File: config.mk
export PLATFORM = sky130hd
export DESIGN_NAME = i2c_master_driver
export DESIGN_NICKNAME = d
export VERILOG_FILES = /design/src/rtl/i2c_master_driver.sv
export SDC_FILE = /design/constraint.sdc
export NUM_CORES = 1
export LEC_CHECK = 0
export ABC_AREA = 0
export CORE_UTILIZATION = 57
export DETAILED_ROUTE_END_ITERATION = 8
export GPL_TIMING_DRIVEN = 0
export PLACE_DENSITY = 0.91
export SYNTH_ARGS = -nofsm -noshare
export SYNTH_HDL_FRONTEND = slang
export SYNTH_SLANG_ARGS = --single-unit
File: constraint.sdc
create_clock -name clk -period 2.85 [get_ports clk]
set_input_delay 0.7125 -clock clk [delete_from_list [all_inputs] [get_ports clk]]
set_output_delay 0.7125 -clock clk [all_outputs]
set_load 0.02 [all_outputs]
File: src/rtl/i2c_master_driver.sv
// i2c_master_driver: single-byte I2C master issuing START, {addr,rw}, one data byte, STOP.
// SCL is push-pull; SDA is open-drain through sda_oe.
module i2c_master_driver #(
    parameter int CLK_DIV = 4
) (
    input  logic       clk,
    input  logic       rst,
    input  logic       cmd_valid,
    output logic       cmd_ready,
    input  logic [6:0] cmd_addr,
    input  logic       cmd_rw,
    input  logic [7:0] cmd_wdata,
    output logic       rsp_valid,
    output logic [7:0] rsp_rdata,
    output logic       rsp_nack,
    output logic       busy,
    output logic       scl,
    output logic       sda_oe,
    input  logic       sda_in
);
    localparam int DW = $clog2(CLK_DIV);
    localparam logic [3:0] IDLE     = 4'd0;
    localparam logic [3:0] START    = 4'd1;
    localparam logic [3:0] ADDR     = 4'd2;
    localparam logic [3:0] ADDR_ACK = 4'd3;
    localparam logic [3:0] WRITE    = 4'd4;
    localparam logic [3:0] WR_ACK   = 4'd5;
    localparam logic [3:0] READ     = 4'd6;
    localparam logic [3:0] M_NACK   = 4'd7;
    localparam logic [3:0] STOP     = 4'd8;

    logic [3:0]    state, nxt;
    logic [DW-1:0] div;
    logic [1:0]    phase;
    logic [2:0]    bit_cnt;
    logic [7:0]    tx_sh, wdata, rx_sh;
    logic          rw, nack;
    logic          tick, bit_end, sample, last_bit;

    assign tick     = (state != IDLE) && (div == DW'(CLK_DIV - 1));
    assign bit_end  = tick && (phase == 2'd3);
    assign sample   = tick && (phase == 2'd2);
    assign last_bit = (bit_cnt == 3'd7);

    // START/STOP are the only places SDA moves while SCL is high
    always_comb begin
        scl = (state == IDLE) ? 1'b1
            : (state == START) ? !phase[1]
            : (state == STOP) ? (phase != 2'd0)
            : (phase == 2'd1 || phase == 2'd2);
        sda_oe = (state == START) ? 1'b1
               : (state == ADDR || state == WRITE) ? !tx_sh[7]
               : (state == STOP) ? !phase[1]
               : 1'b0;
        nxt = (state == START) ? ADDR
            : (state == ADDR) ? (last_bit ? ADDR_ACK : ADDR)
            : (state == ADDR_ACK) ? (nack ? STOP : rw ? READ : WRITE)
            : (state == WRITE) ? (last_bit ? WR_ACK : WRITE)
            : (state == READ) ? (last_bit ? M_NACK : READ)
            : (state == WR_ACK || state == M_NACK) ? STOP
            : IDLE;
    end

    always_ff @(posedge clk) begin
        if (rst) begin
            state     <= IDLE;
            div       <= '0;
            phase     <= 2'd0;
            bit_cnt   <= 3'd0;
            tx_sh     <= 8'd0;
            wdata     <= 8'd0;
            rx_sh     <= 8'd0;
            rw        <= 1'b0;
            nack      <= 1'b0;
            cmd_ready <= 1'b1;
            busy      <= 1'b0;
            rsp_valid <= 1'b0;
            rsp_rdata <= 8'd0;
            rsp_nack  <= 1'b0;
        end else begin
            rsp_valid <= 1'b0;
            div <= (state == IDLE || tick) ? '0 : div + 1'b1;
            if (tick) phase <= phase + 2'd1;
            if (rsp_valid) begin
                busy      <= 1'b0;
                cmd_ready <= 1'b1;
            end
            if (cmd_valid && cmd_ready) begin
                tx_sh     <= {cmd_addr, cmd_rw};
                wdata     <= cmd_wdata;
                rw        <= cmd_rw;
                rx_sh     <= 8'd0;
                nack      <= 1'b0;
                bit_cnt   <= 3'd0;
                phase     <= 2'd0;
                cmd_ready <= 1'b0;
                busy      <= 1'b1;
                state     <= START;
            end
            if (sample && (state == ADDR_ACK || state == WR_ACK)) nack <= sda_in;
            if (sample && state == READ) rx_sh <= {rx_sh[6:0], sda_in};
            if (bit_end) begin
                state <= nxt;
                if (state == ADDR || state == WRITE || state == READ) bit_cnt <= bit_cnt + 3'd1;
                // the address shifter is reloaded with the data byte as the last address bit ends
                if (state == ADDR || state == WRITE)
                    tx_sh <= (state == ADDR && last_bit) ? wdata : {tx_sh[6:0], 1'b0};
                if (state == STOP) begin
                    rsp_valid <= 1'b1;
                    rsp_rdata <= rx_sh;
                    rsp_nack  <= nack;
                end
            end
        end
    end
endmodule

==> flow_summary.yaml <==
critical_path:
  startpoint_type: "register"
  cp-end-kind: "primary output"
  cp_cell_sequence: "clkbuf_2, nor4b_4, buf_4, a211oi_1, a21o_1, dlymetal6s2s_1"
  crit_fanout: 10
  path_class: "reg -> out"
  crit_arrival_ns: 1.79
  path_buf_inv: 3
  max_stage_delay_ns: 0.32
  crit_family: "buffers and inverters"
  r2r_slack_ns: 0.95
  cp.required_ns: 2.14
  slowest_stage: "nor4b_4"
clocking:
  clock_path_buffers: 2
  cts_root_buf: "clkbuf_8"
  htree_levels: 2
  insertion_delay_ns: 0.31
  clk_pin_slew_ns: 0.09
  cts_hold_buf: 0
  post-cts-setup-buffer-count: 0
  cts_sinks: 49
  numCtsBuffers: 5
  cts_tree: "built"
synthesis:
  yosys-top-cells-area: "dfxtp_1 45%, a21oi_1 8.9%, nand2_1 8.7%"
  synth_warnings: 0
  netlist_top_cells_count: "51 x nand2_1, 49 x dfxtp_1, 39 x a21oi_1"
  syn_area_um2: 2190
  ys_seq_area_frac: 0.447
  async_flop_share: 0
  syn_inst: 266
  yosysMostFrequentCell: "nand2_1"
  synth_nets: 292
  synth-seq-cells: 49
  synth_edf_count: 0
  ys_types: 38
  synth_top_area_frac: 0.447
  syn_avg_cell_area_um2: 8.25
  synth_ff_type: "dfxtp_1"
  synth_top_cell_by_area: "dfxtp_1"
route:
  drc: 0
  routed_wl_mm: 5.32
  vias: 2098
  drt-initial-drc-count: 211
  routed_via_density: 5.91
  firstDrtPassIters: 4
  antenna_left: 0
  post_drt_wl_per_cell_um: 15.0
power_and_ir_drop:
  leakagePower_nw: 0.996
  ir_worst_vdd_v: 0.000459
  pwr_density_cell_nw_per_um2: 497
  total_power_mw: 1.35
die:
  start_util: 0.595
  ioPinCount: 34
  die_h_um: 64.1
  coreArea_um2: 3690
  die_area_um2: 4100
  die_w_um: 64.1
  rows: 22
cells_and_area:
  final_nets: 332
  fin_util: 0.739
  synthToLayoutAreaGrowth_pct: 24.2
  layout.cells.non_filler: 355
  drive_above_1_share: 0.0749
  design_area_um2: 2730
  diodes: 0
sta:
  max_slew_margin: 0.555
  setup_violations: 0
  whs_ns: 0.443
  worst_clock_skew_ns: 0.0116
  post-route-period-util: 0.878
  rsz0062_at_grt: "false"
  hold_violations: 0
  setup-tns-final_ns: 0
  setup_slack_ns: 0.347
  fmax_mhz: 399
  slew_violations: 0
  period_minus_slack_ns: 2.50
  tightest_slew_ns: 0.661
global_route:
  grt-ovfl-total: 0
  grt_pass1_vias: 1954
  grt_max_degree: 15
  antenna_found_initial: 0
  grt_pass1_wl_mm: 8.98
  grt_usage: 0.283
place:
  port_buffers: 33
  dp_cells: 347
  dp_hpwl_mm: 3.61
  pre_cts_ws_ns: 0.174
  gp_congestion: 0.885
  placed_area_um2: 2580
status:
  run_status: "completed"
worst_hold_path:
  hold_class: "reg -> reg"
job:
  max-cap-violations: 0
[flip-flops by register name, indices dropped and copies added (netlist names)]
name       count
rsp_valid      1
rsp_nack       1
bit_cnt        3
rsp_rdata      8
div            2
cmd_ready      1
rx_sh          8
tx_sh          8
state          4
rw             1
nack           1
busy           1
wdata          8
phase          2
[power breakdown]
group	total, mW	switching [mW]	internal [mW]	leakage (nW)
sequential	0.715	0.0114	0.704	0.399
clock	0.513	0.226	0.286	0.0585
combinational	0.126	0.0679	0.0581	0.538
[worst paths after layout]
| path | from | endpoint | depth (start not counted) |
|---|---|---|---|
| min reg2reg | div[0] | div[0] | 1 |
| min | div[0] | div[0] | 1 |
| max | state[0] | scl | 6 |
| max reg2reg | phase[1] | rsp_rdata[5] | 6 |
[routing by layer]
metal / global-route usage / share of wire
met5: 0 / 0
met4: 0.134 / 0.016
met3: 0.0554 / 0.055
met2: 0.438 / 0.50
met1: 0.378 / 0.43
[cells in the final DEF (no fill, tap or decap), drive strengths merged]
master | netlist | layout
mux2i | 9 | 9
nor3 | 5 | 5
or3b | 1 | 1
and3 | 1 | 1
clkdlybuf4s50 | 0 | 31
buf | 11 | 10
bufinv | 0 | 1
a22oi | 1 | 1
mux2 | 1 | 1
nor4 | 6 | 6
xnor2 | 1 | 1
a32oi | 1 | 1
a211oi | 2 | 2
a2bb2oi | 1 | 1
o21bai | 1 | 1
or3 | 1 | 1
or4 | 1 | 1
a21boi | 1 | 1
nand3 | 23 | 23
dfxtp | 49 | 49
and2 | 2 | 2
nand2b | 4 | 4
clkbuf | 9 | 17
xor2 | 1 | 1
nor2b | 3 | 3
a21oi | 39 | 39
nor2 | 13 | 13
nor4b | 2 | 2
ha | 6 | 6
a22o | 1 | 1
a221oi | 7 | 7
a21o | 3 | 3
nand3b | 3 | 3
dlymetal6s2s | 0 | 2
o21ai | 2 | 2
inv | 3 | 3
nand2 | 51 | 51
a31oi | 1 | 1
[final cells by class]
class | count | area [um^2]
Multi-Input combinational cell | 194 | 1130
Clock buffer | 7 | 86.3
Inverter | 3 | 11.3
Tap cell | 48 | 60.1
Buffer | 20 | 92.6
Sequential cell | 49 | 983
Fill cell | 279 | 963
Timing Repair Buffer | 33 | 335
Clock inverter | 1 | 30.0
[worst reg2reg max path, delay by kind of cell, from the launching register on]
family / cells / cell delay, ns
buffers and inverters: 1 / 0.37
flip-flops: 1 / 0.44
AO/OA/AOI/OAI: 1 / 0.07
AND/OR/NAND/NOR: 3 / 0.69
adder cells (fa/ha/maj): 1 / 0.20
[cell families (layout without fill, tap and decap cells)]
family | count (synthesis) | in the layout | share of synthesized area
adder cells (fa/ha/maj) | 6 | 6 | 0.0342
flip-flops | 49 | 49 | 0.447
multiplexers | 10 | 10 | 0.0462
buffers and inverters | 23 | 64 | 0.0439
AND/OR/NAND/NOR | 116 | 116 | 0.257
XOR/XNOR | 2 | 2 | 0.00798
AO/OA/AOI/OAI | 60 | 60 | 0.164
[repair_timing]
action | in CTS | in global routing
pin swaps | 1 | 0
endpoints found under the setup margin | 1 | 2
resized for setup | 4 | 5
No activity file was read; power rests on OpenSTA's default activity.
